File: config.mk
export PLATFORM = sky130hd
export DESIGN_NAME = frame_tx_scheduler
export DESIGN_NICKNAME = d
export VERILOG_FILES = /design/src/rtl/frame_tx_scheduler.sv
export SDC_FILE = /design/constraint.sdc
export NUM_CORES = 1
export LEC_CHECK = 0
export CORE_MARGIN = 2
export CORE_UTILIZATION = 55
export DETAILED_ROUTE_END_ITERATION = 7
export PLACE_DENSITY = 0.95
export SLEW_MARGIN = 20
export SYNTH_ARGS = -nofsm -noshare
export SYNTH_HDL_FRONTEND = slang
export SYNTH_SLANG_ARGS = --single-unit
File: constraint.sdc
create_clock -name clk -period 5.56 [get_ports clk]
set_input_delay 0.556 -clock clk [delete_from_list [all_inputs] [get_ports clk]]
set_output_delay 0.556 -clock clk [all_outputs]
set_load 0.05 [all_outputs]
File: src/rtl/frame_tx_scheduler.sv
// frame_tx_scheduler: two-requester round-robin frame scheduler feeding
// framing_encoding with one PHR length byte followed by the PSDU bytes,
// paced at BYTE_PERIOD cycles per byte, with an IFS_CYCLES idle gap per frame.
module frame_tx_scheduler #(
  parameter int unsigned BYTE_PERIOD = 8,
  parameter int unsigned IFS_CYCLES  = 16,
  parameter int unsigned MAX_LEN     = 127
) (
  input  logic       clk,
  input  logic       reset_n,
  input  logic       req0,
  input  logic [7:0] len0,
  input  logic [7:0] data0,
  output logic       pop0,
  output logic       done0,
  input  logic       req1,
  input  logic [7:0] len1,
  input  logic [7:0] data1,
  output logic       pop1,
  output logic       done1,
  output logic [7:0] phr_psdu_in,
  output logic       phr_psdu_in_valid,
  output logic [1:0] grant,
  output logic       busy,
  output logic       len_err
);

  localparam int unsigned LEN_W   = 8;
  localparam int unsigned CNT_MAX = (BYTE_PERIOD > IFS_CYCLES) ? BYTE_PERIOD : IFS_CYCLES;
  localparam int unsigned CNT_W   = $clog2(CNT_MAX + 1);

  localparam logic [CNT_W-1:0] BP_LAST   = CNT_W'(BYTE_PERIOD - 1);
  localparam logic [CNT_W-1:0] IFS_LAST  = CNT_W'(IFS_CYCLES - 1);
  localparam logic [LEN_W-1:0] MAX_LEN_B = LEN_W'(MAX_LEN);

  typedef enum logic [1:0] {
    IDLE = 2'd0,
    PHR  = 2'd1,
    PSDU = 2'd2,
    GAP  = 2'd3
  } state_t;

  state_t             state_q, state_d;
  logic [CNT_W-1:0]   cnt_q, cnt_d;
  logic [LEN_W-1:0]   rem_q, rem_d;
  logic [LEN_W-1:0]   len_q, len_d;
  // High when requester 1 was the most recently served (sampled) requester.
  logic               last1_q, last1_d;

  logic [7:0]         byte_d;
  logic               valid_d;
  logic               pop0_d, pop1_d;
  logic               done0_d, done1_d;
  logic               len_err_d;
  logic [1:0]         grant_d;
  logic               busy_d;

  logic               win1;
  logic [LEN_W-1:0]   pick_len;
  logic               owner1;

  assign owner1 = grant[1];

  // State, counters and all registered outputs.
  always_ff @(posedge clk or negedge reset_n) begin
    if (!reset_n) begin
      state_q           <= IDLE;
      cnt_q             <= '0;
      rem_q             <= '0;
      len_q             <= '0;
      last1_q           <= 1'b1;
      phr_psdu_in       <= '0;
      phr_psdu_in_valid <= 1'b0;
      pop0              <= 1'b0;
      pop1              <= 1'b0;
      done0             <= 1'b0;
      done1             <= 1'b0;
      len_err           <= 1'b0;
      grant             <= '0;
      busy              <= 1'b0;
    end else begin
      state_q           <= state_d;
      cnt_q             <= cnt_d;
      rem_q             <= rem_d;
      len_q             <= len_d;
      last1_q           <= last1_d;
      phr_psdu_in       <= byte_d;
      phr_psdu_in_valid <= valid_d;
      pop0              <= pop0_d;
      pop1              <= pop1_d;
      done0             <= done0_d;
      done1             <= done1_d;
      len_err           <= len_err_d;
      grant             <= grant_d;
      busy              <= busy_d;
    end
  end

  // Arbitration, byte pacing and next-value computation for every register.
  always_comb begin
    state_d   = state_q;
    cnt_d     = cnt_q;
    rem_d     = rem_q;
    len_d     = len_q;
    last1_d   = last1_q;
    byte_d    = phr_psdu_in;
    valid_d   = 1'b0;
    pop0_d    = 1'b0;
    pop1_d    = 1'b0;
    done0_d   = 1'b0;
    done1_d   = 1'b0;
    len_err_d = 1'b0;
    grant_d   = grant;
    win1      = 1'b0;
    pick_len  = len0;

    case (state_q)
      IDLE: begin
        if (req0 || req1) begin
          // Requester 1 wins alone, or on a tie when requester 0 was served last.
          win1     = req1 && (!req0 || !last1_q);
          pick_len = win1 ? len1 : len0;
          len_d    = pick_len;
          last1_d  = win1;
          if ((pick_len == '0) || (pick_len > MAX_LEN_B)) begin
            done0_d   = !win1;
            done1_d   = win1;
            len_err_d = 1'b1;
          end else begin
            grant_d = win1 ? 2'b10 : 2'b01;
            state_d = PHR;
            cnt_d   = '0;
            byte_d  = pick_len;
            valid_d = 1'b1;
          end
        end
      end

      PHR: begin
        if (cnt_q == BP_LAST) begin
          state_d = PSDU;
          cnt_d   = '0;
          rem_d   = len_q;
          byte_d  = owner1 ? data1 : data0;
          valid_d = 1'b1;
          pop0_d  = !owner1;
          pop1_d  = owner1;
        end else begin
          cnt_d = cnt_q + CNT_W'(1);
        end
      end

      PSDU: begin
        if (cnt_q == BP_LAST) begin
          cnt_d = '0;
          rem_d = rem_q - LEN_W'(1);
          if (rem_q == LEN_W'(1)) begin
            done0_d = !owner1;
            done1_d = owner1;
            grant_d = '0;
            state_d = GAP;
          end else begin
            byte_d  = owner1 ? data1 : data0;
            valid_d = 1'b1;
            pop0_d  = !owner1;
            pop1_d  = owner1;
          end
        end else begin
          cnt_d = cnt_q + CNT_W'(1);
        end
      end

      GAP: begin
        if (cnt_q == IFS_LAST) begin
          state_d = IDLE;
          cnt_d   = '0;
        end else begin
          cnt_d = cnt_q + CNT_W'(1);
        end
      end

      default: state_d = IDLE;
    endcase

    busy_d = (state_d != IDLE);
  end

endmodule

==> metrics.csv, run 1 <==
metric;value;unit
critPathBufInv;1;
cts-buffers-inserted;5;
period_share;46.5;%
vias;2188;
finalCriticalPeriod;2580;ps
clkLatencyLatePin;300;ps
root_buffer;clkbuf_8;
place_ws;2890;ps
cts.sinks;41;
postCtsHoldBufs;0;
critPathArrivalTime;2030;ps
grt_max_degree;42;
rsz0062_at_grt;false;
cts_setup_buffers;0;
cp_top_family;buffers and inverters;
start_util;56.6;%
antenna_found_initial;0;
die_area;4970;sq um
p_per_area;495;nW/um^2
ys_ff_latch;41;
rows;24;
regArea;1030;sq um
io_buffers;52;
synth_top_area_share;41.2;%
yosysWarnings;0;
cts_tree;yes;
hold_viol;0;
clk_path_buf_depth;2;
avgRoutedWirePerCell;17.9;microns
ys_top_cells_by_area;dfrtp_1 41%, mux2_4 4.9%, ha_1 4.6%;
critPathMaxFanout;21;
vias_per_cell;6.38;
fillers;294;
maxSlewViolCount;0;
dr.pass1.iters;4;
max_slew.worst_pin.slew;988;ps
synth_common_cells;40 x dfrtp_1, 20 x a21oi_1, 20 x o21ai_0, 16 x nand2_1;
grt_pass1_vias;2136;
p_clk_share;15.9;%
path_cells;clkdlybuf4s50_1;
cp.required;5000;ps
syn_inst;241;
p_int;0.858;mW
p_leak;1.33;nW
switchingPower;0.674;mW
max_freq;387;MHz
die-height;70.5;microns
detail_route.iter0.violations;213;
multi_input_area;1320;sq um
drc;0;
dieWidth;70.5;microns
async_reset_ff_share;100;%
setup_tns;0;ps
yosys.area.top_type;dfrtp_1;
relSlewSlack;34.2;%
grt_use_total;26.2;%
dpl.hpwl;4310;microns
area_delta_synth_final;27.2;%
synth-main-ff-cell;dfrtp_1;
syn_area;2430;sq um
holdCritPathClass;input port to async pin;
synth-edff-count;0;
critPathKind;register to output pin;
ys_types;52;
core;4290;sq um
setup_viol;0;
clkTransAtPathRegs;80;ps
grt_pass1_wl;10100;microns
gp_congestion;0.883;
yosysSeqAreaShare;42.3;%
status;finished, final reports clean;
cp-end-kind;output pin;
num_io_pins;53;
globalRoute.totalOverflow;0;
cap_violations;0;
fin_util;72.0;%
antenna_left;0;
drive_gt1_share;10.3;%
vdd_drop_max;0.000324;V
power_frac_comb;51.8;%
cp_slowest_stage_delay;930;ps
num_antenna_cells;0;
critPathLaunchType;register;
sw_frac_of_total;44.0;%
synth_nets;286;
routed_wl;6150;microns
setup_ws;2980;ps
fin_skew;7.59;ps
avgSynthCellArea;10.1;sq um
cts_resized;0;
slowest_stage;clkdlybuf4s50_1;
htreeDepth;2;
nets;335;
synth_most_common_cell;dfrtp_1;
pwr-share-seq;32.3;%
-- power by group through the flow --
stage	clock network [mW]	logic [mW]	registers, mW
6_report	0.244	0.794	0.494
5_1_grt	0.259	0.850	0.506
4_1_cts	0.248	0.788	0.492
3_5_place_dp	0	0.774	0.494
3_3_place_gp	0	0.746	0.489
2_1_floorplan	0	0.413	0.626
-- worst paths after layout --
check                           start        endpoint  slack (ps)  depth (start not counted)
setup / recovery             grant[1]        grant[1]        2980                          1
hold / removal                reset_n      state_q[0]         360                          1
setup reg to reg           state_q[0]  phr_psdu_in[6]        3120                          5
hold reg to reg              len_q[4]        len_q[4]         480                          2
max in group asynchronous     reset_n        rem_q[6]        4640                          1
min in group clk             len_q[4]        len_q[4]         480                          2
-- routing by layer --
| metal | part of all wire [%] | GRT usage [%] | up-vias |
|---|---|---|---|
| met2 | 49 | 41.9 | 122 |
| met4 | 3.2 | 13.2 | 0 |
| met3 | 8.2 | 7.65 | 24 |
| met5 | 0 | 0 | - |
| met1 | 39 | 32.1 | 1048 |
| li1 | - | - | 994 |
-- placed cells by master (no fill, tap or decap), drive strengths merged, types with 4 or more instances in the layout --
cell	instances
o21ai	21
a211oi	13
a21oi	20
nand2	16
clkdlybuf4s50	51
clkbuf	5
dfrtp	40
inv	12
nand2b	5
ha	9
nor4	4
a22o	4
nand3	5
mux2	9
nor2b	9
nor3	4
mux2i	11
nor2	9
-- registers in the layout, summed over array words and instances, names as in the netlist, 2 cells and up --
name / flops
cnt_q: 5
rem_q: 8
len_q: 8
state_q: 2
grant: 2
phr_psdu_in: 8
-- area by class of cell --
| cell class | instances | share of cell area (%) |
|---|---|---|
| Timing Repair Buffer | 52 | 16.7 |
| Inverter | 13 | 1.58 |
| Multi-Input combinational cell | 177 | 42.7 |
| Clock inverter | 3 | 1.50 |
| Clock buffer | 5 | 2.23 |
| Tap cell | 52 | 2.10 |
| Sequential cell | 41 | 33.2 |
-- per-stage QoR --
| step | hold WS, ps | power, mW | instance area (sq um) | std cells |
|---|---|---|---|---|
| floorplan | 260 | 1.04 | 2430 | 241 |
| global placement | 461 | 1.24 | 2970 | 335 |
| detailed placement | 472 | 1.27 | 2970 | 335 |
| CTS | 401 | 1.53 | 3090 | 343 |
| global route | 442 | 1.61 | 3090 | 343 |
| finish | 364 | 1.53 | 3090 | 343 |
-- kinds of logic (layout without fill, tap and decap cells) --
kind of cell / Yosys count / after routing / synth area share [%]
buf+inv: 23 / 73 / 3.60
fa+ha+maj: 9 / 9 / 4.63
mux: 20 / 20 / 9.93
simple gates: 64 / 64 / 15.5
compound gates: 84 / 84 / 24.0
flops: 41 / 41 / 42.3
Note: power is estimated with default switching activity, not from simulation.
==> inputs of run 2 (changes only) <==
--- a/config.mk
+++ b/config.mk
@@ -6,9 +6,9 @@
 export NUM_CORES = 1
 export LEC_CHECK = 0
 export CORE_MARGIN = 2
-export CORE_UTILIZATION = 55
+export CORE_UTILIZATION = 46
 export DETAILED_ROUTE_END_ITERATION = 7
-export PLACE_DENSITY = 0.95
+export PLACE_DENSITY = 0.86
 export SLEW_MARGIN = 20
 export SYNTH_ARGS = -nofsm -noshare
 export SYNTH_HDL_FRONTEND = slang
==> constraint.sdc (replaced) <==
create_clock -name clk -period 2.3 [get_ports clk]
set_input_delay 0.23 -clock clk [delete_from_list [all_inputs] [get_ports clk]]
set_output_delay 0.23 -clock clk [all_outputs]
set_load 0.05 [all_outputs]
==> run 2 against run 1 <==
  * Clock skew grew 4.9 ps
  * Sequential power increased by 130%
  * Cell count increased by 8.5%
  * Power grew 140%
  * Routed wire length fell by 2.9%
  * Sequential cell count unchanged
  * First-iteration DRC count is 12% higher
  * Utilization fell by 9.5 points
  * Largest power group unchanged
==> metrics.csv, run 2 (synthesis results as in run 1) <==
metric;value;unit;change
detail_route.iter0.violations;238;;+12%
critPathArrivalTime;2360;ps;+330 ps
status;finished, final reports clean;;
critPathMaxFanout;8;;-62%
fin_skew;12.5;ps;+4.90 ps
grt_max_degree;42;;unchanged
relSlewSlack;40.8;%;+6.6 points
antenna_found_initial;0;;unchanged
final_common_cell;clkdlybuf4s50_1;;
clk_path_buf_depth;2;;unchanged
start_util;47.6;%;-9.0 points
vias_per_cell;5.67;;-11%
ff2ff_path_depth;6;;+1
r2r_end;phr_psdu_in[5];;
die_area;5880;sq um;+18%
period_share;94.5;%;
dpl.hpwl;4550;microns;+5.5%
clkTransAtPathRegs;80;ps;about the same
cts_setup_buffers;0;;unchanged
postCtsHoldBufs;0;;unchanged
max_slew.worst_pin.slew;888;ps;-99.3 ps
rows;26;;+8.3%
die-height;76.7;microns;+8.8%
r2r-start;cnt_q[1];;
gp_congestion;0.851;;-3.7%
core;5110;sq um;+19%
max_freq;460;MHz;
fillers;412;;+40%
final_cell_mix;51 x clkdlybuf4s50_1, 40 x dfrtp_1, 20 x a21oi_1, 19 x o21ai_0, 16 x nand2_1;;
cts-buffers-inserted;5;;unchanged
total_power;3.69;mW;+140%
setup_tns;0;ps;unchanged
routed_wl;5980;microns;-2.9%
maxSlewViolCount;0;;unchanged
drc;0;;unchanged
hold_viol;0;;unchanged
area_delta_synth_final;31.4;%;
htreeDepth;2;;unchanged
clkLatencyLatePin;300;ps;about the same
num_antenna_cells;0;;unchanged
cts_resized;0;;unchanged
grt_use_total;21.8;%;-4.4 points
reg_top3;len_q: 8 flops, phr_psdu_in: 8 flops, rem_q: 8 flops;;
cp-end-kind;register;;
dr.pass1.iters;4;;unchanged
cp.required;2490;ps;-2510 ps
antenna_left;0;;unchanged
cts.sinks;41;;unchanged
cts_tree;yes;;
drive_gt1_share;13.6;%;+3.3 points
vias;2108;;-3.7%
num_io_pins;53;;unchanged
io_buffers;52;;unchanged
cap_violations;0;;unchanged
rrSetupSlack;130;ps;-2990 ps
nets;346;;+3.3%
rsz0062_at_grt;false;;
avgRoutedWirePerCell;16.1;microns;-10%
finalCriticalPeriod;2170;ps;
grt_pass1_vias;2154;;+0.84%
globalRoute.totalOverflow;0;;unchanged
root_buffer;clkbuf_8;;
grt_pass1_wl;10200;microns;+1.7%
p_per_area;1150;nW/um^2;+130%
holdCritPathClass;input port to async pin;;
critPathLaunchType;register;;
critPathKind;register to register;;
dieWidth;76.7;microns;+8.8%
vdd_drop_max;0.00101;V;+210%
setup_viol;0;;unchanged
p_leak;1.38;nW;+3.8%
==> run 2: how the worst max path moves through the flow <==
stage / to / startpoint
2_1_floorplan: phr_psdu_in[0] / cnt_q[0]
3_3_place_gp: phr_psdu_in[4] / len0[3]
3_5_place_dp: phr_psdu_in[2] / cnt_q[0]
4_1_cts: phr_psdu_in[5] / cnt_q[0]
5_1_grt: phr_psdu_in[5] / rem_q[1]
6_report: phr_psdu_in[5] / cnt_q[1]
==> run 2: through the flow <==
stage                     utilization, %  hold WS [ps]  setup slack (ps)  instances  area (sq um)
after global routing                62.5           143              45.7        372          3190
after floorplan                        -         -65.6               458        241          2430
after global placement              60.5           401               136        364          3090
final                               62.5          50.9               127        372          3190
after detailed placement            60.5           413              67.8        364          3090
after CTS                           62.3          92.9              31.9        372          3180
==> run 2: cell type report <==
class | count | area, sq um | share of cell area [%]
multi-input combinational | 177 | 1330 | 41.5
sequential | 41 | 1030 | 32.2
timing repair buffer | 63 | 611 | 19.1
tap | 70 | 87.6 | 2.74
clock buffer | 7 | 86.3 | 2.70
inverter | 13 | 48.8 | 1.53
clock inverter | 1 | 7.51 | 0.235
==> run 2: worst max-delay path: stages (launching register included) <==
cell       delay [ps]
dfrtp_1           390
ha_1              250
nand4bb_1         340
a211oi_2          450
o32ai_4           160
buf_12            180
mux2_4            290
==> run 2: routing by layer <==
metal | track usage, % | share of wire (%) | vias up
met5 | 0 | 0 | -
met4 | 6.91 | 1.5 | 0
met3 | 3.88 | 5.3 | 8
met2 | 36.7 | 49 | 86
met1 | 28.6 | 44 | 997
li1 | - | - | 1017
==> run 2: where the power goes <==
| group | total (mW) | switching, mW | internal [mW] |
|---|---|---|---|
| logic | 2.05 | 1.18 | 0.872 |
| registers | 1.14 | 0.170 | 0.975 |
| clock network | 0.493 | 0.249 | 0.244 |
| total | 3.69 | 1.60 | 2.09 |
==> inputs of run 3 (changes only) <==
--- a/config.mk
+++ b/config.mk
@@ -13,3 +13,4 @@
 export SYNTH_ARGS = -nofsm -noshare
 export SYNTH_HDL_FRONTEND = slang
 export SYNTH_SLANG_ARGS = --single-unit
+export TNS_END_PERCENT = 1
==> results of run 3 <==
No change in the layout: final DEF, timing and power equal those of run 2.
